==> src/rtl/pmod_cls_spi_responder_if.sv <==
// SPI bus seen by the PMOD CLS responder: the initiator drives all three lines.
`timescale 1ns/1ps
interface pmod_cls_spi_responder_if;
  logic sck;
  logic csn;
  logic copi;

  modport master (output sck, output csn, output copi);
  modport slave  (input sck, input csn, input copi);
endinterface

==> src/rtl/pmod_cls_spi_responder.sv <==
// SPI Mode 0 responder emulating the PMOD CLS receive side: byte assembly,
// ANSI escape subset parser and a 2x16 character shadow of the display.
`timescale 1ns/1ps
module pmod_cls_spi_responder #(
  parameter int parm_sync_stages = 2,
  parameter int parm_max_arg     = 99
) (
  input  logic                      i_ext_spi_clk_x,
  input  logic                      i_arst_n,
  pmod_cls_spi_responder_if.slave   spi,
  output logic [7:0]                o_rx_byte,
  output logic                      o_rx_valid,
  output logic                      o_clear_pulse,
  output logic [127:0]              o_line1,
  output logic [127:0]              o_line2,
  output logic                      o_cursor_row,
  output logic [3:0]                o_cursor_col,
  output logic [7:0]                o_err_count
);

  typedef enum logic [1:0] {ST_TEXT = 2'd0, ST_ESC = 2'd1, ST_CSI = 2'd2} t_state;

  localparam logic [127:0] BLANK_LINE = {16{8'h20}};

  logic [parm_sync_stages-1:0] r_sck_sync, r_csn_sync, r_copi_sync;
  logic         r_sck_prev, r_csn_prev;
  logic [6:0]   r_shift;
  logic [2:0]   r_bitcnt;
  logic [7:0]   r_rx_byte;
  logic         r_rx_valid;
  logic         r_clear_pulse;
  logic [127:0] r_line1, r_line2;
  logic         r_row;
  logic [3:0]   r_col;
  logic [7:0]   r_err;
  t_state       r_state;
  logic [7:0]   r_arg0, r_arg1;
  logic         r_argidx;

  logic         w_sck, w_csn, w_copi, w_sck_rise;
  t_state       w_state_nxt;
  logic         w_wr_char, w_clear, w_goto, w_err, w_args_rst, w_digit, w_semi;
  logic [7:0]   w_arg_sel, w_arg_new;
  logic [15:0]  w_arg_calc;
  logic [6:0]   w_bitpos;

  assign w_sck  = r_sck_sync[parm_sync_stages-1];
  assign w_csn  = r_csn_sync[parm_sync_stages-1];
  assign w_copi = r_copi_sync[parm_sync_stages-1];
  // CSN low in either sample keeps an edge that coincides with CSN rising
  assign w_sck_rise = w_sck & ~r_sck_prev & ~(w_csn & r_csn_prev);

  always_ff @(posedge i_ext_spi_clk_x or negedge i_arst_n) begin
    if (!i_arst_n) begin
      r_sck_sync  <= '0;
      r_csn_sync  <= '1;
      r_copi_sync <= '0;
      r_sck_prev  <= 1'b0;
      r_csn_prev  <= 1'b1;
    end else begin
      r_sck_sync  <= {r_sck_sync[parm_sync_stages-2:0], spi.sck};
      r_csn_sync  <= {r_csn_sync[parm_sync_stages-2:0], spi.csn};
      r_copi_sync <= {r_copi_sync[parm_sync_stages-2:0], spi.copi};
      r_sck_prev  <= w_sck;
      r_csn_prev  <= w_csn;
    end
  end

  always_ff @(posedge i_ext_spi_clk_x or negedge i_arst_n) begin
    if (!i_arst_n) begin
      r_shift    <= 7'd0;
      r_bitcnt   <= 3'd0;
      r_rx_byte  <= 8'd0;
      r_rx_valid <= 1'b0;
    end else begin
      r_rx_valid <= 1'b0;
      if (w_sck_rise) begin
        r_shift  <= {r_shift[5:0], w_copi};
        r_bitcnt <= r_bitcnt + 3'd1;
        if (r_bitcnt == 3'd7) begin
          r_rx_byte  <= {r_shift, w_copi};
          r_rx_valid <= 1'b1;
        end
      end else if (w_csn) begin
        r_bitcnt <= 3'd0;
      end
    end
  end

  assign w_arg_sel  = r_argidx ? r_arg1 : r_arg0;
  assign w_arg_calc = 16'(w_arg_sel) * 16'd10 + 16'(r_rx_byte[3:0]);
  assign w_arg_new  = (w_arg_calc > 16'(parm_max_arg)) ? 8'(parm_max_arg) : w_arg_calc[7:0];
  assign w_bitpos   = 7'd127 - {r_col, 3'b000};

  always_comb begin
    w_state_nxt = r_state;
    w_wr_char   = 1'b0;
    w_clear     = 1'b0;
    w_goto      = 1'b0;
    w_err       = 1'b0;
    w_args_rst  = 1'b0;
    w_digit     = 1'b0;
    w_semi      = 1'b0;
    if (r_rx_valid) begin
      case (r_state)
        ST_TEXT: begin
          if (r_rx_byte == 8'h1B) begin
            w_state_nxt = ST_ESC;
          end else if (r_rx_byte >= 8'h20 && r_rx_byte <= 8'h7E) begin
            w_wr_char = 1'b1;
          end else begin
            w_state_nxt = ST_TEXT;
          end
        end
        ST_ESC: begin
          if (r_rx_byte == 8'h5B) begin
            w_state_nxt = ST_CSI;
            w_args_rst  = 1'b1;
          end else begin
            w_err       = 1'b1;
            w_state_nxt = ST_TEXT;
          end
        end
        ST_CSI: begin
          if (r_rx_byte >= 8'h30 && r_rx_byte <= 8'h39) begin
            w_digit = 1'b1;
          end else if (r_rx_byte == 8'h3B) begin
            if (!r_argidx) begin
              w_semi = 1'b1;
            end else begin
              w_err       = 1'b1;
              w_state_nxt = ST_TEXT;
            end
          end else if (r_rx_byte == 8'h6A) begin
            w_clear     = (r_arg0 == 8'd0);
            w_state_nxt = ST_TEXT;
          end else if (r_rx_byte == 8'h48) begin
            w_goto      = 1'b1;
            w_state_nxt = ST_TEXT;
          end else if (r_rx_byte == 8'h1B) begin
            w_err       = 1'b1;
            w_state_nxt = ST_ESC;
          end else begin
            w_err       = 1'b1;
            w_state_nxt = ST_TEXT;
          end
        end
        default: w_state_nxt = ST_TEXT;
      endcase
    end else begin
      case (r_state)
        ST_TEXT, ST_ESC, ST_CSI: w_state_nxt = r_state;
        default:                 w_state_nxt = ST_TEXT;
      endcase
    end
  end

  always_ff @(posedge i_ext_spi_clk_x or negedge i_arst_n) begin
    if (!i_arst_n) begin
      r_state <= ST_TEXT;
    end else begin
      r_state <= w_state_nxt;
    end
  end

  always_ff @(posedge i_ext_spi_clk_x or negedge i_arst_n) begin
    if (!i_arst_n) begin
      r_line1       <= BLANK_LINE;
      r_line2       <= BLANK_LINE;
      r_row         <= 1'b0;
      r_col         <= 4'd0;
      r_err         <= 8'd0;
      r_arg0        <= 8'd0;
      r_arg1        <= 8'd0;
      r_argidx      <= 1'b0;
      r_clear_pulse <= 1'b0;
    end else begin
      r_clear_pulse <= w_clear;
      if (w_args_rst) begin
        r_arg0   <= 8'd0;
        r_arg1   <= 8'd0;
        r_argidx <= 1'b0;
      end
      if (w_digit && r_argidx)  r_arg1 <= w_arg_new;
      if (w_digit && !r_argidx) r_arg0 <= w_arg_new;
      if (w_semi) r_argidx <= 1'b1;
      if (w_err && r_err != 8'hFF) r_err <= r_err + 8'd1;
      if (w_wr_char) begin
        if (r_row) r_line2[w_bitpos -: 8] <= r_rx_byte;
        else       r_line1[w_bitpos -: 8] <= r_rx_byte;
        r_col <= r_col + 4'd1;
      end
      if (w_clear) begin
        r_line1 <= BLANK_LINE;
        r_line2 <= BLANK_LINE;
        r_row   <= 1'b0;
        r_col   <= 4'd0;
      end
      if (w_goto) begin
        r_row <= (r_arg0 != 8'd0);
        r_col <= (r_arg1 > 8'd15) ? 4'd15 : r_arg1[3:0];
      end
    end
  end

  assign o_rx_byte     = r_rx_byte;
  assign o_rx_valid    = r_rx_valid;
  assign o_clear_pulse = r_clear_pulse;
  assign o_line1       = r_line1;
  assign o_line2       = r_line2;
  assign o_cursor_row  = r_row;
  assign o_cursor_col  = r_col;
  assign o_err_count   = r_err;

endmodule

==> src/flat_wrapper.sv <==
// flat-port wrapper written by rule: the top's interface ports become plain ports
module pmod_cls_spi_responder_flat 
#(
  parameter int parm_sync_stages = 2,
  parameter int parm_max_arg     = 99
)
  (i_ext_spi_clk_x, i_arst_n, o_rx_byte, o_rx_valid, o_clear_pulse, o_line1, o_line2, o_cursor_row, o_cursor_col, o_err_count, spi_sck, spi_csn, spi_copi);
  pmod_cls_spi_responder_if spi_i ();
  input  logic i_ext_spi_clk_x;
  input  logic i_arst_n;
  output logic [7:0] o_rx_byte;
  output logic o_rx_valid;
  output logic o_clear_pulse;
  output logic [127:0] o_line1;
  output logic [127:0] o_line2;
  output logic o_cursor_row;
  output logic [3:0] o_cursor_col;
  output logic [7:0] o_err_count;
  input wire logic [$bits(spi_i.sck)-1:0] spi_sck;
  input wire logic [$bits(spi_i.csn)-1:0] spi_csn;
  input wire logic [$bits(spi_i.copi)-1:0] spi_copi;
  assign spi_i.sck = spi_sck;
  assign spi_i.csn = spi_csn;
  assign spi_i.copi = spi_copi;
  pmod_cls_spi_responder #(.parm_sync_stages(parm_sync_stages), .parm_max_arg(parm_max_arg)) u_core (.i_ext_spi_clk_x(i_ext_spi_clk_x), .i_arst_n(i_arst_n), .spi(spi_i), .o_rx_byte(o_rx_byte), .o_rx_valid(o_rx_valid), .o_clear_pulse(o_clear_pulse), .o_line1(o_line1), .o_line2(o_line2), .o_cursor_row(o_cursor_row), .o_cursor_col(o_cursor_col), .o_err_count(o_err_count));
endmodule
==> config.mk <==
export PLATFORM = sky130hd
export DESIGN_NAME = pmod_cls_spi_responder_flat
export DESIGN_NICKNAME = d
export VERILOG_FILES = /design/src/rtl/pmod_cls_spi_responder_if.sv /design/src/rtl/pmod_cls_spi_responder.sv /design/src/flat_wrapper.sv
export SDC_FILE = /design/constraint.sdc
export NUM_CORES = 1
export LEC_CHECK = 0
export ABC_AREA = 1
export CORE_UTILIZATION = 50
export DETAILED_ROUTE_END_ITERATION = 7
export PLACE_DENSITY = 0.78
export SYNTH_ARGS = -nofsm -noshare
export SYNTH_HDL_FRONTEND = slang
export SYNTH_SLANG_ARGS = --single-unit
export TNS_END_PERCENT = 100
==> constraint.sdc <==
create_clock -name i_ext_spi_clk_x -period 3.6 [get_ports i_ext_spi_clk_x]
set_input_delay 0.72 -clock i_ext_spi_clk_x [delete_from_list [all_inputs] [get_ports i_ext_spi_clk_x]]
set_output_delay 0.72 -clock i_ext_spi_clk_x [all_outputs]
set_load 0.03 [all_outputs]
Word-level counts from Yosys, hierarchy flattened
Cells that the tools add are included.

storage, ports and cells
  register bits after elaboration = 316
  input port bits = 5
  output and inout bits = 279

operators by class
  muxes and demuxes = 71
  multiply operators = 1
  equality and inequality tests = 14
  add/sub/neg operators = 6
  magnitude comparators = 6
  shifts and indexed selects = 2
  bitwise operators = 5
  reductions and logical operators = 22

operators by type and width
  cell                                                                              count
  128-bit two-way mux                                                               6
  128-bit bitwise mux                                                               2
  8-bit by 9-bit variable shift with 135-bit output, first input constant           1
  8-bit by 9-bit indexed part select with 135-bit output                            1
  1-bit two-way mux                                                                 40
  8-bit two-way mux                                                                 5
  8-bit by 7-bit equality test with 1-bit output, second input constant             3
  2-bit two-way mux                                                                 10
  8-bit by 6-bit >= comparator with 1-bit output, second input constant             2
  16-bit by 7-bit greater-than comparator with 1-bit output, second input constant  1
  4-bit two-way mux                                                                 4
  2-bit nonzero test                                                                7
  12-bit by 4-bit adder with 13-bit output                                          1
  8-bit by 3-bit multiplier with 11-bit output, second input constant               1
  7-bit negator with 9-bit output                                                   1
  8-bit by 1-bit adder with 8-bit output, second input constant                     1
  8-bit by 5-bit equality test with 1-bit output, second input constant             1
  8-bit by 6-bit equality test with 1-bit output, second input constant             1
  8-bit by 4-bit greater-than comparator with 1-bit output, second input constant   1
  8-bit by 6-bit less-or-equal comparator with 1-bit output, second input constant  1
  8-bit by 7-bit less-or-equal comparator with 1-bit output, second input constant  1
  8-bit zero test                                                                   1
  4-bit != test, second input constant                                              2
  8-bit != test, second input constant                                              1
  22 further kinds                                                                  32

Depth between registers and ports, before layout
Gate-level depths: netlist of the first run.

  depth after elaboration = 9
  depth in mapped cells = 21
  depth with buffers taken out = 20

Least setup slack after synthesis of the first run
Ideal clock, no wire load.

  path kind = register to register
  start = reg u_core.r_argidx
  end = reg u_core.r_arg0[0]
  data required time = 3.483 ns
  library setup time = 0.117 ns
  setup slack = 0.384 ns
  cell stages (with the launch flop) = 20
  clock period less this slack = 3.216 ns
  data arrival time = 3.099 ns
  cell sequence = dfrtp_1 clkbuf_1 inv_1 or2_2 o21ai_0 inv_1 ha_1 ha_1 fa_1 nand2_1 nor2_1 nand2_1 nand2_1 nand3_1 nand2_1 nand2_1 nor2_2 nand3_1 nand2_1 nand2_1

on the way
  word-level cells in the longest chain between the ends = 6
  elaborated cells on any way between the ends = 9
  classes of those cells = add/sub: 1; mul: 1; order compare: 1; mux: 3; reduce/logical: 3

ends and longest elaborated chain
  item                                                       line                           text
  start: declaration                                         pmod_cls_spi_responder.sv:38   logic r_argidx;
  start signal: assignment                                   pmod_cls_spi_responder.sv:175  r_argidx <= 1'b0;
  start signal: assignment                                   pmod_cls_spi_responder.sv:182  r_argidx <= 1'b0;
  start signal: assignment                                   pmod_cls_spi_responder.sv:186  if (w_semi) r_argidx <= 1'b1;
  8-bit two-way mux                                          pmod_cls_spi_responder.sv:90   assign w_arg_sel = r_argidx ? r_arg1 : r_arg0;
  8-bit by 3-bit multiplier with 11-bit output               pmod_cls_spi_responder.sv:91   assign w_arg_calc = 16'(w_arg_sel) * 16'd10 + 16'(r_rx_byte[3:0]);
  12-bit by 4-bit adder with 13-bit output                   pmod_cls_spi_responder.sv:91
  16-bit by 7-bit greater-than comparator with 1-bit output  pmod_cls_spi_responder.sv:92   assign w_arg_new = (w_arg_calc > 16'(parm_max_arg)) ? 8'(parm_max_arg) : w_arg_calc[7:0];
  8-bit two-way mux                                          pmod_cls_spi_responder.sv:92
  8-bit two-way mux                                          pmod_cls_spi_responder.sv:185  if (w_digit && !r_argidx) r_arg0 <= w_arg_new;
  end signal: assignment                                     pmod_cls_spi_responder.sv:185
  end: declaration                                           pmod_cls_spi_responder.sv:37   logic [7:0] r_arg0, r_arg1;

Several ways; a longest one is shown, not always the timed one.
A chain may end at the register's enable or synchronous reset.

Worst setup path in the final report of the first run
  start = reg u_core.r_argidx
  end = reg u_core.r_arg1[5]

on the way
  word-level cells in the longest chain between the ends = 6
  elaborated cells on any way between the ends = 8
  classes of those cells = add/sub: 1; mul: 1; order compare: 1; mux: 3; reduce/logical: 2

ends and longest elaborated chain
  item                                                       line                           text
  8-bit two-way mux                                          pmod_cls_spi_responder.sv:90
  8-bit by 3-bit multiplier with 11-bit output               pmod_cls_spi_responder.sv:91
  12-bit by 4-bit adder with 13-bit output                   pmod_cls_spi_responder.sv:91
  16-bit by 7-bit greater-than comparator with 1-bit output  pmod_cls_spi_responder.sv:92
  8-bit two-way mux                                          pmod_cls_spi_responder.sv:92
  8-bit two-way mux                                          pmod_cls_spi_responder.sv:184  if (w_digit && r_argidx) r_arg1 <= w_arg_new;
  end signal: assignment                                     pmod_cls_spi_responder.sv:184
  end: declaration                                           pmod_cls_spi_responder.sv:37

Several ways; a longest one is shown, not always the timed one.

==> flow_metrics.env, run 1 <==
export IMPL_ys_types=45
export IMPL_gp_congestion=0.861
export IMPL_synth_warnings=0
export IMPL_drt_wl_total_um=42800
export IMPL_cts_max_path_buffers=3
export IMPL_fin_crit_ps=3210
export IMPL_insertion_delay_ps=520
export IMPL_peakVddDrop_uv=403
export IMPL_crit_path_end="u_core.r_arg1[5]$_DFFE_PN0P_"
export IMPL_cts_root_buf="clkbuf_16"
export IMPL_vias=12743
export IMPL_switching_share_pct=20.8
export IMPL_rsz0062_at_grt="no"
export IMPL_slew_limit_headroom_pct=29.6
export IMPL_initial_core_util_pct=51.2
export IMPL_async_flop_share_pct=100
export IMPL_final_common_cell="nand2_1"
export IMPL_first_global_vias=12376
export IMPL_numPortBuffers=283
export IMPL_grt_overflow=0
export IMPL_reg2reg_depth=20
export IMPL_drt_iter0_drc=1168
export IMPL_drive_above_1_share_pct=9.70
export IMPL_reg2reg_slack_ps=390
export IMPL_ant_nets=0
export IMPL_cp_required_ps=3980
export IMPL_ctsHtreeMaxLevel=2
export IMPL_synth_area_top_cells="dfrtp_1 49%, nand2_1 11%, dfstp_2 6.4%"
export IMPL_syn_area_per_cell_um2=8.70
export IMPL_drv_slew=0
export IMPL_drc=0
export IMPL_ys_flop_type="dfrtp_1"
export IMPL_cp_depth=20
export IMPL_end_kind="register"
export IMPL_crit_path_top_delay_cell="fa_2"
export IMPL_path_buf_inv=4
export IMPL_netlist_area_um2=14400
export IMPL_power_switching_mw=1.54
export IMPL_clock_fmax_ghz=0.312
export IMPL_leakagePower_nw=8.51
export IMPL_die_area_um2=29400
export IMPL_mostFrequentLayoutCells="424 x nand2_1, 282 x clkdlybuf4s50_1, 281 x dfrtp_1, 235 x inv_1, 176 x o21ai_0"
export IMPL_nets=1980
export IMPL_ys_ff_latch=316
export IMPL_p_seq_share_pct=48.4
export IMPL_crit_arrival_ps=3590
export IMPL_internal_power_mw=5.87
export IMPL_routed_via_density=5.43
export IMPL_slowest_delay_ps=590
export IMPL_cts_tree="built"
export IMPL_p_per_area_nw_per_um2=394
export IMPL_hpwl_um=30300
export IMPL_worstSetupStartpointType="register"
export IMPL_routedWlPerCell_um=18.2
export IMPL_drt_first_pass_iters=5
export IMPL_num_io_pins=284
export IMPL_antenna_cells=0
export IMPL_hold_buffers=0
export IMPL_track_usage_pct=29.4
export IMPL_pwr_share_clk_pct=50.1
export IMPL_hp_class="in -> async"
export IMPL_synth_top_area_share_pct=49.0
export IMPL_critPathLaunch="u_core.r_argidx$_DFFE_PN0P_"
export IMPL_synth_enable_flop_cells=0
export IMPL_worst_pin_slew_ps=1050
export IMPL_cp_max_fo=10
export IMPL_grt_max_degree=102
export IMPL_hold_violations=0
export IMPL_cts_sinks=316
export IMPL_antenna_found_initial=0
export IMPL_yosysTopAreaCell="dfrtp_1"
export IMPL_fin_util_pct=67.1
export IMPL_synth_nets=1685
export IMPL_die_y_um=171
export IMPL_die_width_um=171
export IMPL_num_rows=61
export IMPL_period_share_pct=89.0
export IMPL_cts_buffers=35
export IMPL_path_cells="inv_1, or2_2, o21ai_2, inv_1, ha_1, ha_1, fa_2, nand2_1, nor2_1, nand2_1, nand2_1, nand2_1, nand2_1, inv_1, nand3_1, nand2_1, clkinv_1, nand3_1, nand2_1, nand2_1"
export IMPL_core_area_um2=28000
export IMPL_synth_seq_area_share_pct=55.4
export IMPL_status="finished, final reports clean"
export IMPL_clock_skew_ps=27.3
export IMPL_critPathTopFamily="simple AND/OR/NAND/NOR gates"
export IMPL_max_cap_violations=0
export IMPL_fill_cells=2222
export IMPL_grt_pass1_wl_um=66600
export IMPL_finalSetupTns_ps=0
export IMPL_path_common_cell="nand2_1"
export IMPL_reg2reg_from="u_core.r_argidx$_DFFE_PN0P_"
export IMPL_clk_pin_slew_worst_paths_ps=60
export IMPL_r2r_end="u_core.r_arg1[5]$_DFFE_PN0P_"
export IMPL_area_delta_synth_final_pct=30.9
export IMPL_finalSetupViolCount=0
export IMPL_syn_instance_count=1650
export IMPL_p_comb_share_pct=1.4
export IMPL_criticalPathCategory="reg -> reg"
cell type report:
type                            instances  area [µm²]  share of cell area [%]
Clock inverter                         15         211                    1.13
Timing Repair Buffer                  305        3040                    16.2
Inverter                              252         948                    5.05
Sequential cell                       316        7950                    42.3
Multi-Input combinational cell       1035        5190                    27.6
Clock buffer                           46         977                    5.20
Tap cell                              378         473                    2.52
worst reg2reg max path, delay by kind of cell, from the launching register on:
family                   cells  cell delay (ps)
AND/OR/NAND/NOR             12             1150
adder cells (fa/ha/maj)      3             1120
buffers and inverters        4              380
flip-flops                   1              360
AO/OA/AOI/OAI                1               90
synth_stat cells, types with 2 or more instances:
| cell | n |
|---|---|
| nor3_1 | 18 |
| o21ai_2 | 15 |
| clkinv_1 | 2 |
| clkbuf_1 | 14 |
| xor2_1 | 4 |
| xnor2_1 | 5 |
| inv_2 | 14 |
| buf_4 | 7 |
| a21boi_0 | 9 |
| fa_1 | 2 |
| inv_1 | 235 |
| o21ai_1 | 33 |
| nor3_4 | 3 |
| o211ai_1 | 14 |
| nor2_2 | 11 |
| nor3_2 | 6 |
| o21ai_0 | 177 |
| nand2_2 | 15 |
| or2_2 | 2 |
| a21oi_1 | 7 |
| a22o_1 | 2 |
| buf_2 | 19 |
| nand4_1 | 40 |
| nand3b_1 | 6 |
| ha_1 | 28 |
| o2111ai_1 | 2 |
| o21ai_4 | 2 |
| buf_6 | 6 |
| dfstp_2 | 35 |
| nand2_4 | 2 |
| nand3_1 | 105 |
| nand2_1 | 424 |
| dfrtp_1 | 281 |
| nor2_1 | 94 |
through the flow:
stage	setup slack, ps	cell area (µm²)	hold WS (ps)	power [mW]	cells
3_5_place_dp	162	17600	345	3.77	2286
5_1_grt	54.2	18800	220	7.62	2347
2_1_floorplan	384	14400	331	3.67	1650
4_1_cts	158	18800	193	7.45	2347
6_report	394	18800	165	7.41	2347
3_3_place_gp	290	17600	332	3.76	2286
power by group through the flow:
| stage | combinational [mW] | clock (mW) | sequential (mW) |
|---|---|---|---|
| 2_1_floorplan | 0.0222 | 0 | 3.65 |
| 3_3_place_gp | 0.109 | 0 | 3.65 |
| 3_5_place_dp | 0.112 | 0 | 3.65 |
| 4_1_cts | 0.113 | 3.75 | 3.59 |
| 5_1_grt | 0.128 | 3.90 | 3.59 |
| 6_report | 0.107 | 3.71 | 3.59 |
worst min path at each step:
stage | from | end | slack [ps] | cells past startpoint
2_1_floorplan | u_core.r_copi_sync[0]$_DFF_PN0_ | u_core.r_copi_sync[1]$_DFF_PN0_ | 330 | 0
3_3_place_gp | u_core.r_copi_sync[0]$_DFF_PN0_ | u_core.r_copi_sync[1]$_DFF_PN0_ | 330 | 0
3_5_place_dp | u_core.r_sck_sync[0]$_DFF_PN0_ | u_core.r_sck_sync[1]$_DFF_PN0_ | 340 | 0
4_1_cts | i_arst_n | u_core.o_line1[87]$_DFFE_PN0P_ | 190 | 1
5_1_grt | i_arst_n | u_core.o_line1[87]$_DFFE_PN0P_ | 220 | 1
6_report | i_arst_n | u_core.o_line1[87]$_DFFE_PN0P_ | 170 | 1
flip-flops by register name, summed over array words and instances (netlist names), 2 cells and up:
name,cells
u_core.r_copi_sync,2
u_core.r_csn_sync,2
u_core.o_cursor_col,4
u_core.o_line1,128
u_core.o_err_count,8
u_core.r_shift,7
u_core.r_state,2
u_core.r_bitcnt,3
u_core.o_line2,128
u_core.r_arg0,8
u_core.r_arg1,8
u_core.r_sck_sync,2
u_core.o_rx_byte,8
routing by layer:
layer	GRT usage (%)	vias up	part of all wire (%)
li1	-	5866	-
met1	38.2	6180	40
met2	47.6	574	48
met3	5.34	123	7.7
met4	13.7	0	4.6
met5	0	-	0
kinds of logic after synthesis:
group                    after synthesis  share of synthesized area, %
AND/OR/NAND/NOR                      731                          22.5
flip-flops                           316                          55.4
buffers and inverters                299                          8.50
AO/OA/AOI/OAI                        265                          10.4
adder cells (fa/ha/maj)               30                          2.72
XOR/XNOR                               9                         0.549
what timing repair did:
action,in CTS,in global routing
setup buffers,0,0
resized for setup,0,4
setup endpoints to repair,0,14
No activity file was read; power rests on OpenSTA's default activity.
==> inputs of run 2 (changes only) <==
CORE_ASPECT_RATIO = 1.4   (was default)
==> run 2 against run 1 <==
Net effect: register-to-register slack lost 70 ps; sequential power about the same; clock-buffer cell count decreased by 9; first-iteration DRC count decreased by 24%; worst setup slack got worse by 68 ps; die area barely moved; clock skew shrank 16 ps; hold slack worse by 42 ps; cell count hardly changed; sequential share of layout area rose by 0.25 points; critical path type unchanged; largest power group is now sequential cells.
==> flow_metrics.env, run 2 (synthesis results as in run 1) <==
export IMPL_fin_crit_ps=3270
export IMPL_cp_max_fo=10
export IMPL_max_cap_violations=0
export IMPL_mostFrequentLayoutCells="424 x nand2_1, 282 x clkdlybuf4s50_1, 281 x dfrtp_1, 235 x inv_1, 176 x o21ai_0"
export IMPL_ctsHtreeMaxLevel=1
export IMPL_leakagePower_nw=8.45
export IMPL_track_usage_pct=29.1
export IMPL_hp_class="in -> async"
export IMPL_end_kind="register"
export IMPL_hold_violations=0
export IMPL_finalSetupViolCount=0
export IMPL_initial_core_util_pct=50.7
export IMPL_routedWlPerCell_um=18.1
export IMPL_vias=12671
export IMPL_antenna_cells=0
export IMPL_cts_max_path_buffers=3
export IMPL_drt_iter0_drc=888
export IMPL_fill_cells=2273
export IMPL_drive_above_1_share_pct=9.80
export IMPL_die_y_um=202
export IMPL_period_share_pct=90.9
export IMPL_instances_no_fill=2345
export IMPL_clock_skew_ps=11.3
export IMPL_finalSetupTns_ps=0
export IMPL_grt_overflow=0
export IMPL_place_inst=2290
export IMPL_drv_slew=0
export IMPL_final_common_cell="nand2_1"
export IMPL_grt_pass1_wl_um=67300
export IMPL_die_width_um=145
export IMPL_num_rows=73
export IMPL_die_area_um2=29400
export IMPL_numPortBuffers=283
export IMPL_cts_sinks=316
export IMPL_ant_nets=0
export IMPL_drc=0
export IMPL_nets=1982
export IMPL_num_io_pins=284
export IMPL_cts_buffers=30
export IMPL_routed_via_density=5.40
export IMPL_core_area_um2=28300
export IMPL_criticalPathCategory="reg -> reg"
export IMPL_rsz0062_at_grt="no"
export IMPL_area_delta_synth_final_pct=30.2
export IMPL_hpwl_um=30900
export IMPL_crit_arrival_ps=3730
export IMPL_peakVddDrop_uv=365
export IMPL_clock_fmax_ghz=0.306
export IMPL_gp_congestion=0.880
export IMPL_worstSetupStartpointType="register"
export IMPL_clk_pin_slew_worst_paths_ps=70
export IMPL_p_per_area_nw_per_um2=378
export IMPL_grt_max_degree=87
export IMPL_antenna_found_initial=0
export IMPL_first_global_vias=12355
export IMPL_insertion_delay_ps=570
export IMPL_reg2reg_slack_ps=330
export IMPL_cts_root_buf="clkbuf_16"
export IMPL_drt_wl_total_um=42500
export IMPL_slew_limit_headroom_pct=41.5
export IMPL_hold_buffers=0
export IMPL_cp_required_ps=4060
export IMPL_cts_tree="built"
export IMPL_worst_pin_slew_ps=872
export IMPL_status="finished, final reports clean"
export IMPL_drt_first_pass_iters=5
==> run 2: cell count changes in the layout (fill, tap and decap cells not counted), sizes merged <==
| cell | change |
|---|---|
| clkinvlp | +5 |
| clkbuf | -9 |
| inv | -1 |
| buf | +7 |
| clkinv | -1 |
==> run 2: path summary, 6_finish.rpt <==
check / depth (start not counted) / end / start
worst max register to register: 20 / u_core.r_arg1[1]$_DFFE_PN0P_ / u_core.r_argidx$_DFFE_PN0P_
worst min-delay path: 1 / u_core.o_line2[121]$_DFFE_PN0P_ / i_arst_n
worst max-delay path: 20 / u_core.r_arg1[1]$_DFFE_PN0P_ / u_core.r_argidx$_DFFE_PN0P_
max in group asynchronous: 2 / u_core.o_line2[109]$_DFFE_PN1P_ / i_arst_n
min in group i_ext_spi_clk_x: 0 / u_core.r_sck_sync[1]$_DFF_PN0_ / u_core.r_sck_sync[0]$_DFF_PN0_
worst min register to register: 0 / u_core.r_sck_sync[1]$_DFF_PN0_ / u_core.r_sck_sync[0]$_DFF_PN0_
==> run 2: per-layer routing <==
| layer | GRT usage (%) | vias to the layer above | wire [µm] | share of wire [%] |
|---|---|---|---|---|
| li1 | - | 5884 | - | - |
| met1 | 35.0 | 6154 | 15900 | 37 |
| met2 | 50.8 | 514 | 21600 | 51 |
| met3 | 4.04 | 119 | 2730 | 6.4 |
| met4 | 15.6 | 0 | 2240 | 5.3 |
| met5 | 0 | - | 0 | 0 |
==> run 2: layout make-up <==
class / count / area [µm²] / area share [%]
timing repair buffer: 312 / 3080 / 16.5
inverter: 252 / 952 / 5.10
sequential: 316 / 7950 / 42.6
tap: 375 / 469 / 2.51
multi-input combinational: 1035 / 5190 / 27.8
clock buffer: 37 / 808 / 4.33
clock inverter: 18 / 229 / 1.23
==> run 2: through the flow <==
step | power [mW] | utilization (%) | hold WS, ps | setup slack (ps) | area, µm²
6_report | 7.06 | 66.0 | 124 | 327 | 18700
5_1_grt | 7.24 | 66.0 | 186 | 63.9 | 18700
4_1_cts | 7.09 | 65.9 | 169 | 181 | 18700
3_5_place_dp | 3.77 | 62.3 | 343 | 201 | 17600
3_3_place_gp | 3.77 | 62.3 | 335 | 266 | 17600
2_1_floorplan | 3.67 | - | 331 | 384 | 14400
==> run 2: worst max-delay path: stages, from the launching register on <==
cell        delay, ps
dfrtp_1           380
inv_1             100
or2_2             290
o21ai_2            90
inv_1              90
ha_1              280
ha_1              240
fa_2              580
nand2_1            80
nor2_1             90
nand2_1            70
nand2_1           110
nand2_1            60
nand2_1            80
inv_1              40
nand3_1            60
nand2_1            80
clkinvlp_4        160
nand3_1           130
nand2_1            90
nand2_1            50
==> run 2: where the power goes <==
part | switching (mW) | internal, mW
Sequential | 0.0128 | 3.58
Combinational | 0.0877 | 0.0219
Clock | 1.40 | 1.95
Total | 1.50 | 5.55
==> run 2: repair_timing <==
action,CTS,global route
setup buffers,0,0
resized for setup,0,5
endpoints found under the setup margin,0,14
